===== src/rtl/aer_pkg.sv =====
// aer_pkg: state encoding, symbol codes and channel/polarity constants shared by both ends of the AER link
package aer_pkg;

   typedef enum logic [2:0] {IDLE, ACK0, WAIT1, ACK1, DRAIN} state_e;

   localparam logic [1:0] SYM_SPACER  = 2'b00;
   localparam logic [1:0] SYM_ZERO    = 2'b01;
   localparam logic [1:0] SYM_ONE     = 2'b10;
   localparam logic [1:0] SYM_ILLEGAL = 2'b11;

   localparam logic CH1      = 1'b0;
   localparam logic CH2      = 1'b1;
   localparam logic POL_UP   = 1'b0;
   localparam logic POL_DOWN = 1'b1;

   function automatic logic is_data(input logic [1:0] sym);
      return sym == SYM_ZERO || sym == SYM_ONE;
   endfunction

endpackage


===== src/rtl/aer_sync2.sv =====
// aer_sync2: two-flop synchroniser for one asynchronous rail
module aer_sync2 (
   input  logic clk,
   input  logic reset,
   input  logic d_i,
   output logic q_o
);

   logic meta_q, sync_q;

   always_ff @(posedge clk) begin
      if (reset) begin
         meta_q <= 1'b0;
         sync_q <= 1'b0;
      end else begin
         meta_q <= d_i;
         sync_q <= meta_q;
      end
   end

   assign q_o = sync_q;

endmodule


===== src/rtl/aer_receiver.sv =====
// aer_receiver: four-phase dual-rail AER receiver turning symbol pairs into per-channel event strobes
module aer_receiver
   import aer_pkg::*;
#(
   parameter int TIMEOUT = 1023,
   parameter int CNT_W   = 16
) (
   input  logic             clk,
   input  logic             reset,
   input  logic             bit0,
   input  logic             bit1,
   output logic             ack,
   output logic             Ch1Up_Out,
   output logic             Ch1Down_Out,
   output logic             Ch2Up_Out,
   output logic             Ch2Down_Out,
   output logic             err,
   output logic [CNT_W-1:0] event_count
);

   localparam int TW = $clog2(TIMEOUT);

   logic [1:0]       sym;
   state_e           state_q, state_d;
   logic [TW-1:0]    timer_q, timer_d;
   logic             ch_q, ch_d;
   logic             ack_q, ack_d;
   logic             err_q, err_d;
   logic [3:0]       ev_q, ev_d;
   logic [CNT_W-1:0] cnt_q, cnt_d;
   logic             expire;

   aer_sync2 u_sync0 (.clk(clk), .reset(reset), .d_i(bit0), .q_o(sym[0]));
   aer_sync2 u_sync1 (.clk(clk), .reset(reset), .d_i(bit1), .q_o(sym[1]));

   assign expire = timer_q == TW'(TIMEOUT - 1);

   always_comb begin
      state_d = state_q;
      ch_d    = ch_q;
      ev_d    = '0;
      err_d   = 1'b0;
      cnt_d   = cnt_q;
      case (state_q)
         IDLE:
            if (is_data(sym)) begin
               ch_d    = sym == SYM_ONE;
               state_d = ACK0;
            end else if (sym == SYM_ILLEGAL) begin
               err_d   = 1'b1;
               state_d = DRAIN;
            end
         ACK0:
            if (sym == SYM_SPACER) state_d = WAIT1;
            else if (expire) begin
               err_d   = 1'b1;
               state_d = DRAIN;
            end
         WAIT1:
            if (is_data(sym)) begin
               // strobe index is {channel, polarity}: Ch1Up, Ch1Down, Ch2Up, Ch2Down
               ev_d    = 4'b0001 << {ch_q, sym == SYM_ONE};
               cnt_d   = cnt_q + 1'b1;
               state_d = ACK1;
            end else if (sym == SYM_ILLEGAL || expire) begin
               err_d   = 1'b1;
               state_d = DRAIN;
            end
         ACK1:
            if (sym == SYM_SPACER) state_d = IDLE;
            else if (expire) begin
               err_d   = 1'b1;
               state_d = DRAIN;
            end
         DRAIN:
            if (sym == SYM_SPACER) state_d = IDLE;
         default: state_d = IDLE;
      endcase
      timer_d = (state_d != state_q || !(state_q inside {ACK0, WAIT1, ACK1})) ? '0 : timer_q + 1'b1;
      ack_d   = state_d == ACK0 || state_d == ACK1;
   end

   always_ff @(posedge clk) begin
      if (reset) begin
         state_q <= IDLE;
         timer_q <= '0;
         ch_q    <= 1'b0;
         ack_q   <= 1'b0;
         err_q   <= 1'b0;
         ev_q    <= '0;
         cnt_q   <= '0;
      end else begin
         state_q <= state_d;
         timer_q <= timer_d;
         ch_q    <= ch_d;
         ack_q   <= ack_d;
         err_q   <= err_d;
         ev_q    <= ev_d;
         cnt_q   <= cnt_d;
      end
   end

   assign ack         = ack_q;
   assign err         = err_q;
   assign Ch1Up_Out   = ev_q[0];
   assign Ch1Down_Out = ev_q[1];
   assign Ch2Up_Out   = ev_q[2];
   assign Ch2Down_Out = ev_q[3];
   assign event_count = cnt_q;

endmodule


===== config.mk =====
export PLATFORM = sky130hd
export DESIGN_NAME = aer_receiver
export DESIGN_NICKNAME = d
export VERILOG_FILES = /design/src/rtl/aer_pkg.sv /design/src/rtl/aer_sync2.sv /design/src/rtl/aer_receiver.sv
export SDC_FILE = /design/constraint.sdc
export NUM_CORES = 1
export LEC_CHECK = 0
export CORE_AREA = 10 10 75 77
export DETAILED_ROUTE_END_ITERATION = 12
export DIE_AREA = 0 0 85 87
export GPL_TIMING_DRIVEN = 0
export PLACE_DENSITY = 0.64
export SETUP_SLACK_MARGIN = 0.4
export SLEW_MARGIN = 40
export SYNTH_ARGS = -nofsm -noshare
export SYNTH_HDL_FRONTEND = slang
export SYNTH_SLANG_ARGS = --single-unit
export TNS_END_PERCENT = 5

===== constraint.sdc =====
create_clock -name clk -period 3.16 [get_ports clk]
set_input_delay 0.316 -clock clk [delete_from_list [all_inputs] [get_ports clk]]
set_output_delay 0.316 -clock clk [all_outputs]
set_load 0.02 [all_outputs]

== Yosys cells after proc, flatten, opt, wreduce, memory -nomap -nowiden ==
Index checks and enable logic that the tools add are counted.
Operators by class
  add/sub/neg operators: 2
  mux-type cells: 16
  bitwise gates (word level): 2
  shift-type cells: 1
  reductions and logical operators: 13
  equality and inequality tests: 11
Operators by type and width (count)
  two-way mux 3 bit: 8
  adder 16 x 1 -> 16 bit, second input constant: 1
  case mux 3 bit (5 select lines): 1
  adder 10 x 1 -> 10 bit, second input constant: 1
  equality test 10 bit, second input constant: 1
  equality test 3 x 2 -> 1 bit, second input constant: 3
  equality test 3 x 1 -> 1 bit, second input constant: 2
  two-way mux 1 bit: 6
  equality test 2 bit, second input constant: 2
  logical OR 1 bit: 4
  AND reduction 2 bit: 2
  OR reduction 2 bit: 2
  left shift 1 x 2 -> 4 bit, first input constant: 1
  equality test 3 bit, second input constant: 1
  logical NOT 3 bit: 1
  != test 3 bit: 1
  case mux 1 bit (3 select lines): 1
  nonzero test 3 bit: 1
  OR reduction 3 bit: 1
  equality test 2 x 1 -> 1 bit, second input constant: 1
  logical NOT 2 bit: 1
  inverter 1 bit: 2
  logical NOT 1 bit: 1
Word-level totals
  word-level logic and storage cells: 56
  register bits after elaboration: 40

== Depth between registers and ports, before layout ==
Gate-level depths: netlist (run 1).
  word-level depth: 8
  mapped depth: 7
  depth with buffers taken out: 6

== Hierarchy ==
A second synthesis (run 1) with hierarchy kept.
Second synthesis, totals
  cell total of the unflattened synthesis: 189
  area, all modules: 1745.4 µm²
By module, submodules not included
  aer_receiver: area each 1640.3 µm², instances 1, cells each 181
  aer_sync2: area each 52.6 µm², instances 2, cells each 4

== Worst setup path before layout (run 1) ==
Ideal clock, no wire load.
  path kind: register to register
  start point: register u_sync0.sync_q (netlist: u_sync0.q_o)
  end point: register cnt_q[12] (netlist: event_count[12])
  arrival: 1.691 ns
  setup time: 0.121 ns
  data required time: 3.039 ns
  clock period less this slack: 1.812 ns
  stages on the path, launching flop included: 7
  path buffers: 0
  path slack: 1.348 ns
  cells stage by stage: dfxtp_1 inv_1 ha_1 nand4bb_4 nor4_4 nand3_2 mux2_4
Between the ends
  longest elaborated chain between the ends: 3
RTL lines
  from (decl): RTL line aer_sync2.sv:9  | logic meta_q, sync_q;
  from (signal assigned): RTL line aer_sync2.sv:17  | sync_q <= meta_q;
  equality test 2 x 1 -> 1 bit / equality test 2 bit (equally long branches): RTL line aer_pkg.sv:17  | return sym == SYM_ZERO || sym == SYM_ONE;
  logical OR 1 bit (*): RTL line aer_pkg.sv:17
  AND reduction 2 bit (no line) (*)
  to (signal assigned): RTL line aer_receiver.sv:99  | cnt_q <= cnt_d;
  to (decl): RTL line aer_receiver.sv:30  | logic [CNT_W-1:0] cnt_q, cnt_d;
Every way passes the cells marked *; elsewhere a longest branch is shown, timed or not.
A chain may end at the register's enable or synchronous reset.

== Final worst setup path (run 1) ==
  start point: register u_sync1.sync_q (netlist: u_sync1.q_o)
  end point: register cnt_q[12] (netlist: event_count[12])
Between the ends
  longest elaborated chain between the ends: 3
RTL lines (RTL line)
  from (decl): aer_sync2.sv:9
  from (signal assigned): aer_sync2.sv:17
  equality test 2 x 1 -> 1 bit / equality test 2 bit (equally long branches): aer_pkg.sv:17
  logical OR 1 bit (*): aer_pkg.sv:17
  AND reduction 2 bit (no line) (*)
Marked as above.

==> results of run 1 <==
## layer usage
layer	share of wire (%)	global-route usage, %	wire length, um	vias up
met4	1.6	4.94	55	0
met1	47	12.0	1670	627
met2	44	15.2	1560	22
met5	0	0	0	-
met3	6.7	3.84	235	4
li1	-	-	-	715
## registers in the layout, indices dropped and copies added (netlist names)
signal and cells:
err 1, ack 1, event_count 16, timer_q 10, u_sync0.meta_q 1, u_sync0.q_o 1, ch_q 1, u_sync1.meta_q 1
state_q 3, ev_q 4, u_sync1.q_o 1
## stage by stage
step	hold slack, ps	total power [mW]	utilization [%]
2_1_floorplan	414	0.559	-
3_3_place_gp	423	0.575	50.9
3_5_place_dp	444	0.575	50.9
4_1_cts	456	0.980	53.5
5_1_grt	480	1.01	53.5
6_report	451	0.964	53.5
## power breakdown
group	internal [mW]	switching, mW	total [mW]
clock network	0.234	0.167	0.402
registers	0.510	0.00539	0.515
logic	0.0207	0.0265	0.0472
total	0.765	0.199	0.964
## kinds of logic after synthesis
| logic type | count (synthesis) | share of synthesized area [%] |
|---|---|---|
| AND/OR/NAND/NOR | 100 | 32.6 |
| flip-flops | 40 | 43.5 |
| XOR/XNOR | 19 | 9.04 |
| AO/OA/AOI/OAI | 11 | 4.48 |
| buffers and inverters | 11 | 3.12 |
| adder cells (fa/ha/maj) | 7 | 4.76 |
| multiplexers | 4 | 2.51 |
## final timing paths
kind	start	endpoint	slack [ps]	depth (start not counted)
hold / removal	u_sync1.meta_q$_SDFF_PP0_	u_sync1.q_o$_SDFF_PP0_	450	1
setup / recovery	u_sync1.q_o$_SDFF_PP0_	event_count[12]$_SDFFE_PP0P_	1200	6
hold reg to reg	u_sync1.meta_q$_SDFF_PP0_	u_sync1.q_o$_SDFF_PP0_	450	1
setup reg to reg	u_sync1.q_o$_SDFF_PP0_	event_count[12]$_SDFFE_PP0P_	1200	6
## cell usage in the layout (no fill, tap or decap), drive strengths merged
cell           instances
inv                    5
nand4bb                1
o211ai                 1
nand2b                 4
dfxtp                 40
nor4                   5
nand4                  5
a31o                   2
nand3                 10
xor2                   4
and4b                  1
nor2                  35
clkinv                 1
mux2i                  2
bufinv                 1
and4bb                 1
buf                    3
nand3b                 2
xnor2                 15
mux2                   2
clkbuf                 9
a21oi                  5
and2                   1
nor4b                  3
a311oi                 1
or3                    2
nand2                 12
nor2b                  8
o2111ai                1
o221ai                 1
clkdlybuf4s50         25
ha                     7
nor3                  10
## layout make-up
type / count / area share [%]
timing repair buffer: 25 / 11.0
buffer: 6 / 1.71
sequential: 40 / 35.4
tap: 52 / 2.87
clock buffer: 6 / 3.20
clock inverter: 2 / 1.55
inverter: 5 / 0.829
multi-input combinational: 141 / 43.4
==> metrics, run 1 <==
antenna violations before repair 0; placed cell area 0.00216 mm^2; first-pass GRT wire length 6.19 mm; Mapped Area 0.00184 mm^2; vias in the first global route 1338; Total Nets Final 235; Hold Path Class register to register; Worst-Skew Late Latency 280 ps; sequential area share after synthesis 43.5%; largest net degree at the start of global routing 13; Static Leakage 0.792 nW; Worst-Margin Slew 479 ps; worst relative slew slack 68.0%; multi-input logic area 983 um^2; Post-CTS Hold Buffers 0; Post-Layout Cell Count 277; post-route ant nets 0; Worst Setup Start Kind register; CTS Buf Count 5; ys flop type dfxtp_1; Seq. cell area 801 um^2; Req. time, crit path 3340 ps; Routed WL per cell 12.7 um; asr flop ratio synth 0%; Seq cells post-synth 40; Setup CP Type register to register; GP Congestion 0.741; Max Buffers Root-to-Sink 2; final period utilization 61.9%; most frequent cell after synthesis dfxtp_1; CP peak stage delay 410 ps; mean post-synth cell area 9.59 um^2; Via density 4.94; critical path, cell by cell inv_1, ha_1, nand4bb_4, nor4_4, nand3_2, mux2_4; endpoint type of the worst setup path register; drc violations 0; # diodes 0; Synthesized Nets 203; dpl ws 1090 ps; Syn Inst Count 192; Die Ht 87 um; Worst VDD drop 0.179 mV; gr ovfl total 0; Vias 1368; final number of setup-violating endpoints 0; final hold vios 0; Fmax 0.511 GHz; CTS tree built; Post-Route WL 3.52 mm; Crit-path slowest cell ha_1; Yosys cell types 37; DP HPWL 2.56 mm; pins over their slew limit 0; Yosys top cell area share 43.5%; Inst Count DP 269; post-CTS setup buffer count 0; clock root cell clkbuf_8; die area 0.00740 mm^2; cell accounting for the most synthesized area dfxtp_1; Ys Warns 0; post-route setup slack 1200 ps; Final min period 1960 ps; Sink Count 40; post-layout instance area 0.00226 mm^2; row count 24; layout cell share with drive strength beyond 1 10.7%; crit path DAT 2130 ps; Clock transition at path regs 80 ps; status finished clean; largest fanout on the critical path 7; Post-synth EDFFs 0; critical path's top delay family simple AND/OR/NAND/NOR gates; Die W 85 um; area growth from synthesis to layout 23.0%; RSZ-0062 raised after global routing no; GRT Util Overall 10.0%; P per Cell Area 426 mW/mm^2; Synth area leaders dfxtp_1 (43%), nor2_1 (7.1%), xnor2_1 (7.1%); Port Buffer Count 25; # H-tree levels 2; CTS resizes 0; # fillers 393; Initial Util 43.5%; setup TNS 0 ps; Post-synth top cells dfxtp_1 (40), nor2_1 (35), xnor2_1 (15), nand2_1 (12); Layout Skew 4.16 ps; # Max-Cap Violations 0; 1st-iter DRT viols 57; core box area 0.00423 mm^2; TritonRoute pass-1 iters 4; CP Buf/Inv Count 1; top-level I/O count 26
No activity file was read; power rests on OpenSTA's default activity.
==> run 2: changes to the inputs <==
PLACE_DENSITY = 0.66   (was 0.64)
clock period = 1.7 ns   (was 3.16 ns; I/O delays follow)
==> metrics, run 2 (synthesis gave the netlist of run 1 again) <==
status finished clean; Min-Delay Endpoint u_sync1.meta_q$_SDFF_PP0_; reg2reg setup slack 70 ps (-1130 ps); post-layout instance area 0.00238 mm^2 (+5.0%); Post-Layout Cell Count 283 (+2.2%); antenna violations before repair 0 (unchanged); clock root cell clkbuf_8; Req. time, crit path 1880 ps (-1460 ps); DP HPWL 2.65 mm (+3.6%); Worst-Margin Slew 456 ps (-23.4 ps); GP Congestion 0.769 (+3.7%); Hold Path Class input pin to register; combinational share of power 6.2% (+1.3 points); Via density 5.02 (+1.7%); layout cell share with drive strength beyond 1 20.3% (+9.7 points); FF-to-FF path depth 7 (+1); crit path DAT 1800 ps (-330 ps); Vias 1422 (+3.9%); max reg flops 16 (unchanged); Hold Slack 437 ps (-13.9 ps); Post-Route WL 3.70 mm (+5.3%); Max Buffers Root-to-Sink 2 (unchanged); drc violations 0 (unchanged); largest fanout on the critical path 7 (unchanged); critical path, cell by cell inv_2, ha_4, nand4bb_4, buf_8, nor3_1, xnor2_1, nor2_1; RR Endpoint event_count[7]$_SDFFE_PP0P_; # Max-Cap Violations 0 (unchanged); area growth from synthesis to layout 29.1%; gr ovfl total 0 (unchanged); CP peak stage delay 340 ps (-70 ps); GRT Util Overall 10.4% (+0.44 points); Worst Setup Start Kind register; Die W 85 um (unchanged); P_int 1.28 mW (+68%); row count 24 (unchanged); sequential power share 57.3% (+3.8 points); min-delay src bit1; commonest non-fill, non-tap cells in the layout nor2_1 (33), dfxtp_1 (32), clkdlybuf4s50_1 (25); TritonRoute pass-1 iters 5 (+1); Routed WL per cell 13.1 um (+3.0%); # diodes 0 (unchanged); setup TNS 0 ps (unchanged); Fmax 0.614 GHz (+20%); CTS tree built; largest net degree at the start of global routing 13 (unchanged); Sink Count 40 (unchanged); Static Leakage 0.865 nW (+9.2%); final number of setup-violating endpoints 0 (unchanged); CTS Buf Count 5 (unchanged); Port Buffer Count 25 (unchanged); vias in the first global route 1423 (+6.4%); top-level I/O count 26 (unchanged); dpl ws -150 ps (-1240 ps); placed cell area 0.00220 mm^2 (+1.9%); post-route setup slack 71.6 ps (-1130 ps); RSZ-0062 raised after global routing yes; Total Nets Final 241 (+2.6%); Clock transition at path regs 80 ps (about the same); P per Cell Area 701 mW/mm^2 (+65%); R2R Path Start u_sync0.q_o$_SDFF_PP0_; first-pass GRT wire length 6.29 mm (+1.7%); Crit-path slowest cell dfxtp_2; final core occ 56.1% (+2.7 points); endpoint type of the worst setup path register; cell count of the worst hold path 2 (+1); Setup CP Type register to register; # H-tree levels 2 (unchanged); Design Power 1.67 mW (+73%); Worst VDD drop 0.404 mV (+130%); Initial Util 43.5% (unchanged); most common cell after layout, fill and taps aside nor2_1; post-route ant nets 0 (unchanged); pins over their slew limit 0 (unchanged); Inst Count DP 269 (unchanged); final hold vios 0 (unchanged); switching power share of the total 23.0% (+2.4 points); final period utilization 95.8% (+34 points); 1st-iter DRT viols 72 (+26%); core box area 0.00423 mm^2 (unchanged); Worst-Skew Late Latency 290 ps (about the same); Layout Skew 9.99 ps (+5.83 ps); die area 0.00740 mm^2 (unchanged); Clk network pwr share 36.5% (-5.1 points); Final min period 1630 ps (-327 ps); Net Sw Power 0.384 mW (+93%); worst relative slew slack 69.6% (+1.6 points); Die Ht 87 um (unchanged)
-- run 2: layout make-up --
type | count | area [um^2]
buffer | 6 | 42.5
clock buffer | 7 | 76.3
clock inverter | 1 | 5.00
fill | 380 | 1860
inverter | 5 | 18.8
multi-input combinational | 141 | 1060
sequential | 40 | 816
tap | 52 | 65.1
timing repair buffer | 31 | 295
-- run 2: worst max-delay path, delay by kind of cell, from the launching register on --
| family | cells | cell delay, ps |
|---|---|---|
| XOR/XNOR | 1 | 140 |
| adder cells (fa/ha/maj) | 1 | 300 |
| buffers and inverters | 2 | 270 |
| flip-flops | 1 | 340 |
| AND/OR/NAND/NOR | 3 | 480 |
-- run 2: worst max-delay path by stage --
stage | startpoint | slack [ps] | depth (start not counted) | end
3_3_place_gp | reset | -150 | 4 | event_count[6]$_SDFFE_PP0P_
2_1_floorplan | u_sync1.q_o$_SDFF_PP0_ | 160 | 6 | event_count[12]$_SDFFE_PP0P_
6_report | u_sync0.q_o$_SDFF_PP0_ | 70 | 7 | event_count[7]$_SDFFE_PP0P_
4_1_cts | u_sync0.q_o$_SDFF_PP0_ | 20 | 6 | event_count[12]$_SDFFE_PP0P_
3_5_place_dp | reset | -150 | 4 | event_count[6]$_SDFFE_PP0P_
5_1_grt | u_sync0.q_o$_SDFF_PP0_ | 10 | 7 | event_count[7]$_SDFFE_PP0P_
-- run 2: timing repair --
| item | CTS | global route |
|---|---|---|
| hold buffers | 0 | 0 |
| setup endpoints to repair | 58 | 58 |
| cloned | 0 | 0 |
| gates resized for setup | 1 | 9 |
| setup buffers | 5 | 1 |
| pin swaps | 3 | 4 |
-- run 2: power groups by stage --
| stage | Combinational, mW | Clock (mW) | Sequential [mW] |
|---|---|---|---|
| global placement | 0.0921 | 0 | 0.978 |
| CTS | 0.100 | 0.634 | 0.955 |
| finish | 0.103 | 0.609 | 0.955 |
| detailed placement | 0.0923 | 0 | 0.978 |
| global route | 0.114 | 0.665 | 0.957 |
| floorplan | 0.0620 | 0 | 0.979 |
-- run 2: metal layers --
metal	share of wire, %	vias up	GRT usage, %
li1	-	731	-
met1	45	660	11.0
met2	47	24	17.5
met3	5.7	7	4.21
met4	2.0	0	5.69
met5	0	-	0
==> run 3: changes to the inputs <==
CORE_AREA = 10 10 72 81   (was 10 10 75 77)
DIE_AREA = 0 0 82 91   (was 0 0 85 87)
==> metrics, run 3 (synthesis gave the netlist of run 1 again) <==
status finished clean; top-level I/O count 26 (unchanged); final period utilization 95.2% (-0.55 points); Static Leakage 0.876 nW (+1.3%); min-delay src u_sync1.meta_q$_SDFF_PP0_; Worst-Margin Slew 531 ps (+75.0 ps); Routed WL per cell 13.8 um (+5.4%); GP Congestion 0.687 (-11%); Inst Count DP 271 (+0.74%); Worst VDD drop 0.427 mV (+5.6%); Req. time, crit path 1890 ps (about the same); Worst-Skew Late Latency 290 ps (about the same); DP HPWL 2.70 mm (+2.0%); Post-Route WL 3.93 mm (+6.2%); placed cell area 0.00220 mm^2 (+0.11%); Initial Util 43.9% (+0.44 points); Post-Layout Cell Count 285 (+0.71%); layout cell share with drive strength beyond 1 21.6% (+1.3 points); Worst Setup Start Kind register; Crit-path slowest cell dfxtp_2; GRT Util Overall 11.0% (+0.59 points); Hold Slack 441 ps (+3.67 ps); max reg flops 16 (unchanged); final core occ 58.0% (+1.9 points); Total Nets Final 241 (unchanged); setup TNS 0 ps (unchanged); drc violations 0 (unchanged); R2R Path Start u_sync0.q_o$_SDFF_PP0_; Die W 82 um (-3.5%); Setup CP Type register to register; TritonRoute pass-1 iters 4 (-1); first-pass GRT wire length 6.77 mm (+7.6%); post-route setup slack 81.0 ps (+9.34 ps); vias in the first global route 1426 (+0.21%); Via density 5.01 (-0.21%); endpoint type of the worst setup path register; # diodes 0 (unchanged); 1st-iter DRT viols 51 (-29%); most common cell after layout, fill and taps aside nor2_1; crit path DAT 1810 ps (about the same); CTS Buf Count 5 (unchanged); dpl ws -183 ps (-32.7 ps); # Max-Cap Violations 0 (unchanged); Port Buffer Count 25 (unchanged); row count 25 (+4.2%); worst relative slew slack 64.5% (-5.1 points); # H-tree levels 2 (unchanged); die area 0.00746 mm^2 (+0.91%); reg2reg setup slack 80 ps (about the same); Layout Skew 9.01 ps (-0.971 ps); critical path, cell by cell inv_2, ha_4, nand4bb_4, nor4_4, nand3_2, mux2_4; Hold Path Class register to register; pins over their slew limit 0 (unchanged); final hold vios 0 (unchanged); core box area 0.00419 mm^2 (-1.0%); largest net degree at the start of global routing 13 (unchanged); RSZ-0062 raised after global routing yes; post-layout instance area 0.00243 mm^2 (+2.3%); P per Cell Area 764 mW/mm^2 (+8.9%); Design Power 1.86 mW (+11%); largest fanout on the critical path 4 (-3); CTS tree built; Fmax 0.618 GHz (+0.58%); Clock transition at path regs 80 ps (about the same); Max Buffers Root-to-Sink 2 (unchanged); CP peak stage delay 340 ps (about the same); gr ovfl total 0 (unchanged); clock root cell clkbuf_8; antenna violations before repair 0 (unchanged); Critical path origin u_sync0.q_o$_SDFF_PP0_; Die Ht 91 um (+4.6%); final number of setup-violating endpoints 0 (unchanged); area growth from synthesis to layout 32.1%; commonest non-fill, non-tap cells in the layout nor2_1 (34), dfxtp_1 (32), clkdlybuf4s50_1 (25); post-route ant nets 0 (unchanged); Vias 1429 (+0.49%); Final min period 1620 ps (-9.34 ps); Sink Count 40 (unchanged)
==> run 3: cell count changes in the layout (fill, tap and decap cells not counted), sizes merged <==
cell	previous run	this run
buf	9	8
clkbuf	10	11
clkinv	1	0
o2111ai	1	2
==> run 3: cell type report <==
class,instances,area (um^2)
buffer,6,43.8
clock buffer,8,121
fill,376,1760
inverter,5,18.8
multi-input combinational,142,1060
sequential,40,816
tap,54,67.6
timing repair buffer,30,300
==> run 3: repair_timing <==
item | in CTS | in global routing
hold buffers | 0 | 0
endpoints found under the setup margin | 58 | 58
gates cloned | 0 | 1
pin swaps | 2 | 0
resized for setup | 4 | 5
setup buffers | 5 | 0
==> run 3: per-layer routing <==
metal	vias up	wire [um]	GRT usage [%]
met3	6	204	3.94
met5	-	0	0
li1	737	-	-
met2	20	1920	18.2
met1	666	1750	12.9
met4	0	55	3.41
==> run 3: path summary, 6_finish.rpt <==
check	endpoint	depth (start not counted)
worst max-delay path	event_count[12]$_SDFFE_PP0P_	6
worst max register to register	event_count[12]$_SDFFE_PP0P_	6
worst min-delay path	u_sync1.q_o$_SDFF_PP0_	1
worst min register to register	u_sync1.q_o$_SDFF_PP0_	1
==> run 3: critical path: cells and delay by family, from the launching register on <==
kind | cells | cell delay, ps
AND/OR/NAND/NOR | 3 | 530
flip-flops | 1 | 340
multiplexers | 1 | 310
adder cells (fa/ha/maj) | 1 | 290
buffers and inverters | 1 | 50
==> run 3: power by group <==
| part | switching, mW | internal, mW |
|---|---|---|
| combinational | 0.0585 | 0.0526 |
| clock | 0.332 | 0.459 |
| sequential | 0.00973 | 0.945 |
==> variant 1, RTL diff (config.mk and constraints of run 1) <==
Reset style: asynchronous (`reset`), changed in 2 clocked blocks.
--- a/src/rtl/aer_sync2.sv
+++ b/src/rtl/aer_sync2.sv
@@ -8,7 +8,7 @@
 
    logic meta_q, sync_q;
 
-   always_ff @(posedge clk) begin
+   always_ff @(posedge clk or posedge reset) begin
       if (reset) begin
          meta_q <= 1'b0;
          sync_q <= 1'b0;
--- a/src/rtl/aer_receiver.sv
+++ b/src/rtl/aer_receiver.sv
@@ -80,7 +80,7 @@
       ack_d   = state_d == ACK0 || state_d == ACK1;
    end
 
-   always_ff @(posedge clk) begin
+   always_ff @(posedge clk or posedge reset) begin
       if (reset) begin
          state_q <= IDLE;
          timer_q <= '0;
Formal check against the unedited RTL: differs if reset is asserted again (counterexample within 4 cycles, from zero or initial values and one cycle with reset high); with reset held inactive, the same outputs for 10 cycles.
==> variant 1 against run 1 <==
- setup slack worse by 130 ps
- clock skew up 4.2 ps
- sequential cell count unchanged
- cell area up 3.2%
- die area unchanged
- area after synthesis down 0.34%
- wire length down 6.5%
- critical path type unchanged
- critical endpoint is now event_count[4]$_DFFE_PP0P_
Power is not compared: it rests on default switching activity, and its combinational part moved more than twofold at a synthesized area within 25%.
==> variant 1: results <==
set metrics [dict create \
    intPower_mw 1.15 \
    detailed_place_hpwl_mm 2.57 \
    htreeDepth 2 \
    grt_pass1_wl_mm 5.89 \
    cp_slowest_cell "nor3_1" \
    diodes 0 \
    ys.warnings.count 0 \
    clock_latency_ps 290 \
    route.met2.wl_mm 1.56 \
    antenna_found_initial 0 \
    status "completed" \
    syn_nets 172 \
    grt_usage_pct 9.60 \
    dp.cells 239 \
    min_path_cells 0 \
    hold-path-endpoint "u_sync1.q_o$_DFF_PP0_" \
    grt_pass1_vias 1278 \
    cp_top_family "simple AND/OR/NAND/NOR gates" \
    r2r-start "u_sync1.q_o$_DFF_PP0_" \
    cts_setup_buffers 0 \
    critPathArrivalTime_ps 2260 \
    async_flop_share_pct 100 \
    cts_resized 0 \
    met1_usage_pct 10.8 \
    highest_layer "met4" \
    gp_congestion 0.783 \
    grt_max_degree 22 \
    hold_class "reg -> reg" \
    netlist_top_cells_count "dfrtp_1, nor2_1, nand2_1, xnor2_1, nand3_1" \
    fin_nets 205 \
    met2_usage_pct 15.7 \
    drive_gt1_share_pct 9.74 \
    ff2ff_path_depth 6 \
    powerDensity_nw_per_um2 686 \
    gr-usage-met3_pct 4.21 \
    synthFlopType "dfrtp_1" \
    r2r_slack_ps 1080 \
    drt-met1-wl_mm 1.50 \
    crit_end "event_count[4]$_DFFE_PP0P_" \
    drt-total-wl_mm 3.29 \
    fin_cells 247 \
    dr_total_vias 1235 \
    drtIter0Drc 80 \
    cp_max_fo 8 \
    place_area_um2 2180 \
    fin_crit_ps 2080 \
    timing.hold.ws_ps 351 \
    pg_seq_uw 643 \
    largest_register_ffs 16 \
    yosys-top-cells-area "dfrtp_1, xnor2_1, ha_1" \
    syn_avg_cell_area_um2 11.4 \
    worst_path_largest_cell_delay_ps 580 \
    clockBufferDepth 2 \
    ys_seq_area_share_pct 54.5 \
    ys_types 28 \
    wl_met3_um 174 \
    p_leak_nw 1.04 \
    fin_skew_ps 8.33 \
    hp-start "u_sync1.meta_q$_DFF_PP0_" \
    worstMarginPinSlew_ps 729 \
]
[variant 1: cell types whose count changed in the layout (fill, tap and decap cells not counted), sizes merged, moves of 5 or more]
cell / change
nor3: -7
and4: +6
dfrtp: +40
nor2b: -5
dfxtp: -40
nor2: -17
[variant 1: kinds of logic after synthesis]
| family | after synthesis | share of synthesized area, % |
|---|---|---|
| AOI/OAI and AO/OA | 10 | 3.82 |
| xor gates and xnor gates | 23 | 11.0 |
| adders and majority gates | 7 | 4.77 |
| buffers and inverters | 11 | 3.14 |
| DFF | 40 | 54.5 |
| muxes | 1 | 0.613 |
| and+or+nand+nor | 69 | 22.2 |
[variant 1: layout make-up]
cell class | count | area [µm²]
Tap cell | 52 | 65.1
Fill cell | 349 | 1900
Clock inverter | 3 | 90.1
Buffer | 4 | 31.3
Clock buffer | 5 | 68.8
Multi-Input combinational cell | 110 | 777
Timing Repair Buffer | 26 | 278
Inverter | 7 | 26.3
Sequential cell | 40 | 1000
==> variant 2, RTL diff (config.mk and constraints of run 1) <==
Made on the original files. Set the parameter `TIMEOUT` to 2046 (it was 1023).
--- a/src/rtl/aer_receiver.sv
+++ b/src/rtl/aer_receiver.sv
@@ -2,7 +2,7 @@
 module aer_receiver
    import aer_pkg::*;
 #(
-   parameter int TIMEOUT = 1023,
+   parameter int TIMEOUT = 2046,
    parameter int CNT_W   = 16
 ) (
    input  logic             clk,
Formal check against the unedited RTL: no difference found for any inputs over 10 cycles, from zero or initial values and one cycle with reset high; that may be too few to reach the edited logic, so the function may still have changed.
==> variant 2 against run 1 <==
- setup slack improved by 11 ps
- area after synthesis decreased by 0.41%
- clock power decreased by 15%
- wire length decreased by 1.2%
- cell area decreased by 1.7%
- sequential cell count increased by 1
- total power decreased by 5.3%
- highest routed layer unchanged
==> variant 2: results <==
set metrics [dict create \
    status "completed" \
    dr_total_vias 1406 \
    diodes 0 \
    cp_slowest_cell "or3b_4" \
    worst_path_largest_cell_delay_ps 410 \
    p_leak_nw 0.804 \
    syn_nets 204 \
    cp_max_fo 10 \
    first_pass_iters 4 \
    io_buffers 24 \
    largest_register_ffs 16 \
    route.met2.wl_mm 1.54 \
    hold_class "in -> reg" \
    antenna_found_initial 0 \
    root_buffer "clkbuf_8" \
    grt_pass1_wl_mm 6.29 \
    detailed_place_hpwl_mm 2.49 \
    critPathArrivalTime_ps 2180 \
    yosys-top-cells-area "dfxtp_1, xor2_1, ha_1" \
    ys_types 41 \
    grt_max_degree 14 \
    fin_nets 235 \
    highest_layer "met4" \
    wl_met3_um 258 \
    netlist_top_cells_count "dfxtp_1, nor2_1, xor2_1, nand2_1, nand4_1" \
    drtIter0Drc 32 \
    fin_skew_ps 8.43 \
    drt-met1-wl_mm 1.60 \
    ys.warnings.count 0 \
    clk_pin_slew_ps 80 \
    wl_per_cell_um 12.5 \
    cp_top_family "simple AND/OR/NAND/NOR gates" \
    ys_seq_area_share_pct 44.7 \
    clockBufferDepth 2 \
    n_fill_cell 403 \
    cts_setup_buffers 0 \
    async_flop_share_pct 0 \
    worstMarginPinSlew_ps 452 \
    gp_congestion 0.785 \
    grt_usage_pct 10.3 \
    drive_gt1_share_pct 12.9 \
    htreeDepth 2 \
    vdd_drop_max_uv 253 \
    clock_latency_ps 300 \
    numCtsBuffers 5 \
]
-- variant 2: cell count changes in the layout (fill, tap and decap cells not counted), sizes merged, moves of 3 or more --
cell	delta
nor2	-11
xnor2	-11
xor2	+10
nor3	-8
and3	+6
nand4	+6
o21ai	+5
nand2b	-4
nor4	-4
a21oi	+3
and4	+3
buf	+3
nor3b	+3
or3	+3
-- variant 2: cell type report --
cell class | count | share of cell area, %
timing repair buffer | 24 | 10.8
clock inverter | 3 | 0.787
sequential | 41 | 36.9
tap | 52 | 2.92
clock buffer | 5 | 3.09
inverter | 4 | 0.675
multi-input combinational | 139 | 42.4
buffer | 9 | 2.42
-- variant 2: worst register-to-register path, stage by stage (launching register included) --
cell,delay [ps]
dfxtp_1,360
inv_1,70
ha_1,380
or3b_4,410
a211oi_2,280
nand3_2,120
buf_6,170
nor2_2,100
-- variant 2: report_power, final --
group | internal, mW | leakage, nW | switching, mW
clock network | 0.152 | 0.0439 | 0.188
registers | 0.522 | 0.331 | 0.00549
logic | 0.0203 | 0.429 | 0.0241
-- variant 2: metal layers --
| metal | global-route usage [%] | up-vias |
|---|---|---|
| li1 | - | 730 |
| met1 | 11.8 | 642 |
| met2 | 15.5 | 27 |
| met3 | 5.06 | 7 |
| met4 | 5.54 | 0 |
| met5 | 0 | - |
-- variant 2: cell families after synthesis --
logic type,synth area share [%]
adder cells (fa/ha/maj),4.77
buffers and inverters,3.75
multiplexers,1.09
AO/OA/AOI/OAI,6.89
XOR/XNOR,8.59
AND/OR/NAND/NOR,30.2
flip-flops,44.7
-- variant 2: per-stage QoR --
stage / setup slack (ps) / cells / area [µm²] / utilization (%)
2_1_floorplan: 1360 / 193 / 1830 / -
3_3_place_gp: 1220 / 269 / 2140 / 50.5
3_5_place_dp: 1210 / 269 / 2140 / 50.5
4_1_cts: 1190 / 277 / 2230 / 52.6
5_1_grt: 1070 / 277 / 2230 / 52.6
6_report: 1220 / 277 / 2230 / 52.6
-- variant 2: worst paths after layout --
check                            startpoint  cells after the start  slack [ps]                     endpoint
setup reg to reg     u_sync0.q_o$_SDFF_PP0_                      7        1220        timer_q[7]$_SDFF_PP0_
hold reg to reg   u_sync0.meta_q$_SDFF_PP0_                      1         440       u_sync0.q_o$_SDFF_PP0_
setup / recovery     u_sync0.q_o$_SDFF_PP0_                      7        1220        timer_q[7]$_SDFF_PP0_
hold / removal                        reset                      2         410  event_count[8]$_SDFFE_PP0P_
